$ cat src/rtl/transport_down.sv
// Host AXI-Stream to PAICore send path: 2-entry skid buffer (beat visible the cycle after handshake),
// tready from registered fill level only; optional TRANSPORT_DOWN_FRAME_CNT_EN adds o_tx_beat_cnt.
module transport_down #(
  parameter int DONE_WAIT = 4
) (
  input  logic        s_axis_aclk,
  input  logic        s_axis_aresetn,
  input  logic        s_axis_tvalid,
  output logic        s_axis_tready,
  input  logic [63:0] s_axis_tdata,
  input  logic        s_axis_tlast,
  output logic        s_axis_hsked,
  output logic        o_send_valid,
  output logic [63:0] o_send_tdata,
  input  logic        i_send_available,
  input  logic        i_send_busy,
  input  logic        i_tx_sending,
  output logic        o_tx_busy,
`ifdef TRANSPORT_DOWN_FRAME_CNT_EN
  output logic [31:0] o_tx_beat_cnt,
`endif
  output logic        o_tx_done
);

  typedef enum logic [1:0] {IDLE, RUN, DRAIN, DONE} state_t;

  localparam logic [7:0] DONE_WAIT_C = 8'(DONE_WAIT);

  state_t      state_q, state_d;
  logic [1:0]  cnt_q, cnt_d;
  logic [63:0] head_q, head_d;
  logic [63:0] spare_q, spare_d;
  logic [7:0]  idle_q, idle_d;
  logic        sending_q;
  logic        start, abort, push, pop;

  assign start         = i_tx_sending & ~sending_q;
  assign abort         = ~i_tx_sending & ((state_q == RUN) || (state_q == DRAIN));
  assign s_axis_tready = (state_q == RUN) && (cnt_q != 2'd2);
  assign s_axis_hsked  = s_axis_tvalid & s_axis_tready;
  assign push          = s_axis_hsked;
  assign o_send_valid  = (cnt_q != 2'd0);
  assign o_send_tdata  = head_q;
  assign pop           = o_send_valid & i_send_available;
  assign o_tx_busy     = (state_q == RUN) || (state_q == DRAIN);
  assign o_tx_done     = (state_q == DONE);

  always_comb begin
    state_d = state_q;
    idle_d  = idle_q;
    case (state_q)
      IDLE: begin
        idle_d = 8'd0;
        if (start) state_d = RUN;
      end
      RUN: begin
        if (abort)                     state_d = IDLE;
        else if (push && s_axis_tlast) state_d = DRAIN;
      end
      DRAIN: begin
        if (abort) begin
          state_d = IDLE;
          idle_d  = 8'd0;
        end else if ((cnt_q == 2'd0) && !i_send_busy) begin
          idle_d = idle_q + 8'd1;
          if (idle_d == DONE_WAIT_C) state_d = DONE;
        end else begin
          idle_d = 8'd0;
        end
      end
      DONE: begin
        state_d = IDLE;
        idle_d  = 8'd0;
      end
      default: begin
        state_d = IDLE;
        idle_d  = 8'd0;
      end
    endcase
  end

  // Head always holds the oldest beat; spare only fills when the head is stalled.
  always_comb begin
    cnt_d   = cnt_q;
    head_d  = head_q;
    spare_d = spare_q;
    if (abort) begin
      cnt_d = 2'd0;
    end else begin
      case (cnt_q)
        2'd0: begin
          if (push) begin
            head_d = s_axis_tdata;
            cnt_d  = 2'd1;
          end
        end
        2'd1: begin
          if (push && pop) begin
            head_d = s_axis_tdata;
          end else if (push) begin
            spare_d = s_axis_tdata;
            cnt_d   = 2'd2;
          end else if (pop) begin
            cnt_d = 2'd0;
          end
        end
        default: begin
          if (pop) begin
            head_d = spare_q;
            cnt_d  = 2'd1;
          end
        end
      endcase
    end
  end

  always_ff @(posedge s_axis_aclk) begin
    if (!s_axis_aresetn) begin
      state_q   <= IDLE;
      cnt_q     <= 2'd0;
      head_q    <= 64'd0;
      spare_q   <= 64'd0;
      idle_q    <= 8'd0;
      sending_q <= 1'b0;
    end else begin
      state_q   <= state_d;
      cnt_q     <= cnt_d;
      head_q    <= head_d;
      spare_q   <= spare_d;
      idle_q    <= idle_d;
      sending_q <= i_tx_sending;
    end
  end

`ifdef TRANSPORT_DOWN_FRAME_CNT_EN
  logic [31:0] beat_q, beat_d;

  always_comb begin
    beat_d = beat_q;
    if ((state_q == IDLE) && start) beat_d = 32'd0;
    else if (push)                  beat_d = beat_q + 32'd1;
  end

  always_ff @(posedge s_axis_aclk) begin
    if (!s_axis_aresetn) beat_q <= 32'd0;
    else                 beat_q <= beat_d;
  end

  assign o_tx_beat_cnt = beat_q;
`endif

endmodule

$ cat config.mk
export PLATFORM = sky130hd
export DESIGN_NAME = transport_down
export DESIGN_NICKNAME = d
export VERILOG_FILES = /design/src/rtl/transport_down.sv
export SDC_FILE = /design/constraint.sdc
export NUM_CORES = 1
export LEC_CHECK = 0
export BUFFER_PORTS_ARGS = -buffer_cell sky130_fd_sc_hd__clkbuf_2
export CAP_MARGIN = 40
export CORE_UTILIZATION = 58
export CTS_CLUSTER_SIZE = 8
export DETAILED_ROUTE_END_ITERATION = 6
export PLACE_DENSITY_LB_ADDON = 0.25
export SLEW_MARGIN = 20
export SYNTH_ARGS = -nofsm -noshare
export SYNTH_HDL_FRONTEND = slang
export SYNTH_SLANG_ARGS = --single-unit
export TNS_END_PERCENT = 30
$ cat constraint.sdc
create_clock -name s_axis_aclk -period 4.1 [get_ports s_axis_aclk]
set_input_delay 1.23 -clock s_axis_aclk [delete_from_list [all_inputs] [get_ports s_axis_aclk]]
set_output_delay 1.23 -clock s_axis_aclk [all_outputs]
set_load 0.02 [all_outputs]
==> flow_summary.ini, run 1 <==
[status]
outcome = finished clean

[synth]
synth_cells = 677
yosysSeqAreaShare = 0.458
synth.distinct_cells = 37
ys_seq_elements = 141
synth_area_mm2 = 0.00616
yosysTopAreaCell = dfxtp_1
yosys.area.top_type_share = 0.458
postSynthAreaPerCell_um2 = 9.10
synth_area_leaders = dfxtp_1 (46%), nand2_1 (12%), o211a_1 (11%)
synth_nets = 754
ys_warn_count = 0

[setup_path]
crit_path_max_incr_delay_ns = 0.49
worstPathMaxFanout = 15
crit_type = register to primary output
cp.arrival_ns = 1.91
path_cells = inv_1 > ha_1 > nand3_1 > inv_1 > clkbuf_2
critical_path_required_ns = 2.87
start_kind = register
critPathMostFrequentCell = inv_1
cpMaxStageDelayCell = ha_1
worstReg2RegStart = cnt_q[1]
ff2ff_setup_slack_ns = 1.39
worstRegToRegCells = 6
r2r_end = spare_q[40]
worstSetupEndpointType = primary output

[timing]
rsz0062_at_grt = false
holdWs_ns = 0.452
worstMarginPinSlew_ns = 0.723
final.min_clock_period_ns = 3.14
clock_skew_ns = 0.00648
final_max_slew_viol_count = 0
tns_ns = 0
period_share = 0.767
finalSetupViolCount = 0
hold_violations = 0
slew-limit-headroom = 0.518
max_freq_ghz = 0.318

[drt]
dr.pass1.iters = 5
via_per_inst = 5.50
wl_per_cell_um = 14.6
drc_errors = 0
routed_wl_um = 13600
drtIter0Drc = 265
vias = 5142
antenna_left = 0

[clocking]
numCtsBuffers = 17
cts.path.max_buffers = 2
cts_tree = yes
cts_sinks = 141
path_clk_slew_ns = 0.06
cts_setup_buffers = 0
cts_hold_buf = 0
clockRootBuffer = clkbuf_8
cts_resized = 0
htreeDepth = 4
clock_latency_ns = 0.51

[global_route]
antenna_found_initial = 0
grt_overflow_total = 0
grtUsageTotal = 0.254
grt_pass1_wl_um = 22600
grt_max_degree = 84
first_global_vias = 4992

[floorplan]
dieHeight_um = 105
fp.dieW_um = 105
io_pins = 140
initial_core_util = 0.597
core_region_area_mm2 = 0.0103
core.rowCount = 37
dieArea_mm2 = 0.0110

[place]
dp_hpwl_um = 8870
gp_congestion = 0.856
port_buffers = 139

[layout]
fin_nets = 865
n_antenna_cell = 0
nFillCells = 800
utilization = 0.730
drive_above_1_share = 0.228
area_growth_pct = 22.4
final_common_cell = nand2_1
final_cell_mix = nand2_1 (198), dfxtp_1 (140), clkbuf_2 (138)
multiInputGateArea_mm2 = 0.00310
regArea_mm2 = 0.00283

[hold_path]
hold_end = spare_q[5]
holdPathStages = 2
hp-start = spare_q[5]
hold_path.class = register to register

[pwr]
p_leak_nw = 3.60
power-per-cell-area_mw_per_mm2 = 465
ir_drop_uv = 253
p_total_w = 0.00350

[run]
max_cap_violations = 0
worst max-delay path by stage:
stage,start,to,slack [ns],depth (start not counted)
after floorplan,s_axis_tvalid,s_axis_hsked,1.39,2
after global placement,i_tx_sending,spare_q[38],1.14,7
after detailed placement,i_tx_sending,spare_q[40],1.02,7
after CTS,state_q[1],s_axis_hsked,0.95,5
after global routing,state_q[1],s_axis_hsked,0.79,5
final,state_q[1],s_axis_hsked,0.96,5
per-stage QoR:
stage	cell area [um^2]	worst slack [ns]	std cells
2_1_floorplan	6160	1.39	677
3_3_place_gp	6910	1.14	904
3_5_place_dp	6930	1.02	905
4_1_cts	7540	0.947	935
5_1_grt	7540	0.795	935
6_report	7540	0.955	935
metal layers:
| layer | track usage | vias to the layer above | wire (um) |
|---|---|---|---|
| li1 | - | 2553 | - |
| met1 | 0.302 | 2425 | 5980 |
| met2 | 0.443 | 149 | 6720 |
| met3 | 0.0611 | 15 | 752 |
| met4 | 0.0966 | 0 | 192 |
| met5 | 0 | - | 0 |
Yosys cell counts:
master	n
nand3b_1	3
a41oi_1	1
xnor2_1	2
ha_1	6
xor2_1	2
nand4_1	2
o21ai_0	10
a31o_2	1
and3_1	3
and2_1	3
nor4_2	1
a311oi_1	1
a31oi_1	1
nor4_1	1
or2_2	1
nor3_1	2
nand2_1	199
a211oi_1	1
or3_1	3
a21boi_0	56
buf_6	2
clkbuf_1	37
a21oi_1	6
nand3_1	5
or3_4	1
buf_2	15
o211a_1	66
nand2b_1	3
inv_1	6
mux2i_1	65
or4_1	1
nor2_1	11
dfxtp_1	141
o31ai_1	1
nor2b_1	4
a21boi_1	13
a22oi_1	1
critical path, delay by kind of cell, from the launching register on:
kind | cells | cell delay, ns
DFF | 1 | 0.35
and+or+nand+nor | 1 | 0.18
buffers and inverters | 3 | 0.39
adders and majority gates | 1 | 0.49
registers in the layout, summed over array words and instances (netlist names):
name          count
spare_q          64
sending_q         1
o_send_tdata     64
cnt_q             2
idle_q            8
state_q           2
report_power, final:
group | switching, W | internal [W]
combinational | 0.000278 | 0.000184
sequential | 0.0000449 | 0.00145
clock | 0.000556 | 0.000990
area by class of cell:
type,count,share of cell area
inverters,6,0.00299
multi-input cells,476,0.411
clock buffers,21,0.0624
flip-flops and latches,141,0.375
clock inverters,9,0.0178
well taps,136,0.0226
repair buffers,146,0.108
logic make-up (layout without fill, tap and decap cells):
| logic type | after synthesis | after routing | share of synthesized area |
|---|---|---|---|
| fa+ha+maj | 6 | 6 | 0.0122 |
| simple gates | 243 | 243 | 0.163 |
| xor+xnor | 4 | 4 | 0.00569 |
| flops | 141 | 141 | 0.458 |
| buf+inv | 60 | 182 | 0.0421 |
| compound gates | 158 | 158 | 0.213 |
| mux | 65 | 65 | 0.106 |
Note: power is estimated with default switching activity, not from simulation.
==> inputs of run 2 (changes only) <==
CORE_UTILIZATION = 49   (was 58)
clock period = 2.8 ns   (was 4.1 ns; I/O delays follow)
==> run 2 against run 1 <==
Net effect:
- clock skew about the same
- die area increased by 18%
- setup slack got worse by 0.75 ns
- combinational power increased by 46%
- worst hold slack got worse by 0.0011 ns
- largest cell class unchanged
- clock-buffer cell count increased by 3
- critical endpoint unchanged
- sequential power increased by 47%
- cell count increased by 3.7%
==> flow_summary.ini, run 2 (synthesis results as in run 1) <==
[timing]
hold_violations = 0
finalSetupViolCount = 0
max_freq_ghz = 0.385
final_max_slew_viol_count = 0
holdWs_ns = 0.451
period_share = 0.928
tns_ns = 0
worstMarginPinSlew_ns = 0.614
slew-limit-headroom = 0.590
clock_skew_ns = 0.00697
rsz0062_at_grt = false
final.min_clock_period_ns = 2.60

[global_route]
grtUsageTotal = 0.222
first_global_vias = 4837
grt_pass1_wl_um = 22800
grt_overflow_total = 0
antenna_found_initial = 0
grt_max_degree = 75

[setup_path]
start_kind = register
cpMaxStageDelayCell = ha_1
crit_path_max_incr_delay_ns = 0.44
critical_path_required_ns = 1.96
worstRegToRegCells = 8
worstReg2RegStart = state_q[1]
worstSetupEndpointType = primary output
r2r_end = spare_q[33]
worstPathMaxFanout = 15
critPathMostFrequentCell = inv_1
crit_start = state_q[1]
path_cells = inv_1 > ha_1 > nand3_1 > inv_1 > clkbuf_2
cp.arrival_ns = 1.76
ff2ff_setup_slack_ns = 0.66
crit_type = register to primary output
crit_end = s_axis_hsked

[layout]
n_antenna_cell = 0
final_common_cell = nand2_1
fin_cells = 970
fin_nets = 868
drive_above_1_share = 0.229
final_cell_mix = nand2_1 (198), dfxtp_1 (140), clkbuf_2 (138)
area_growth_pct = 22.5
nFillCells = 1027

[hold_path]
holdPathStages = 2
hold_path.class = register to register

[clocking]
path_clk_slew_ns = 0.06
cts_resized = 0
cts.path.max_buffers = 2
cts_hold_buf = 0
cts_tree = yes
numCtsBuffers = 17
cts_sinks = 141
clock_latency_ns = 0.41
clockRootBuffer = clkbuf_16
cts_setup_buffers = 0
htreeDepth = 4

[floorplan]
dieArea_mm2 = 0.0130
fp.dieW_um = 114
core_region_area_mm2 = 0.0121
dieHeight_um = 114
initial_core_util = 0.508
io_pins = 140
core.rowCount = 40

[pwr]
ir_drop_uv = 428
power-per-cell-area_mw_per_mm2 = 665
p_leak_nw = 3.60
p_total_w = 0.00501

[drt]
wl_per_cell_um = 14.1
via_per_inst = 5.29
antenna_left = 0
drc_errors = 0
drtIter0Drc = 367
routed_wl_um = 13700
vias = 5129
dr.pass1.iters = 4

[status]
outcome = finished clean

[place]
dp_hpwl_um = 9000
port_buffers = 139
gp_congestion = 0.792
place_inst = 940

[run]
max_cap_violations = 0
## run 2: cell count changes in the layout (fill, tap and decap cells not counted), moves of 2 or more
cell	change
bufinv_16	-2
clkinv_2	+2
buf_12	-2
clkinv_4	-2
buf_4	+5
## run 2: layout make-up
type | count | area [um^2] | share of cell area
clock buffers | 24 | 513 | 0.0680
flip-flops and latches | 141 | 2830 | 0.375
multi-input cells | 476 | 3100 | 0.411
well taps | 168 | 210 | 0.0279
inverters | 6 | 22.5 | 0.00299
repair buffers | 149 | 811 | 0.108
clock inverters | 6 | 57.6 | 0.00763
## run 2: worst min path at each step
stage,start,endpoint,slack [ns]
after global placement,spare_q[12],spare_q[12],0.44
after floorplan,spare_q[10],spare_q[10],0.43
after detailed placement,spare_q[6],spare_q[6],0.44
after CTS,spare_q[6],spare_q[6],0.45
after global routing,spare_q[61],spare_q[61],0.48
final,spare_q[19],spare_q[19],0.45
## run 2: power by group
| group | internal (W) | leakage (nW) | switching (W) |
|---|---|---|---|
| registers | 0.00212 | 1.14 | 0.0000657 |
| logic | 0.000267 | 2.17 | 0.000409 |
| clock network | 0.00135 | 0.283 | 0.000795 |
## run 2: critical path, delay by kind of cell (launching register included)
| kind | cells | cell delay, ns |
|---|---|---|
| adders and majority gates | 1 | 0.44 |
| and+or+nand+nor | 1 | 0.18 |
| buffers and inverters | 3 | 0.39 |
| DFF | 1 | 0.34 |
## run 2: per-stage QoR
stage / cell area, um^2 / util / setup slack (ns)
2_1_floorplan: 6160 / - / 0.608
3_3_place_gp: 6970 / 0.576 / 0.504
3_5_place_dp: 6970 / 0.576 / 0.428
4_1_cts: 7540 / 0.623 / 0.171
5_1_grt: 7540 / 0.623 / 0.0266
6_report: 7540 / 0.623 / 0.202
## run 2: layer usage
metal,global-route usage,vias to the layer above,share of wire
met2,0.356,143,0.46
met4,0.0857,0,0.019
met1,0.275,2408,0.45
li1,-,2554,-
met5,0,-,0
met3,0.0768,24,0.065
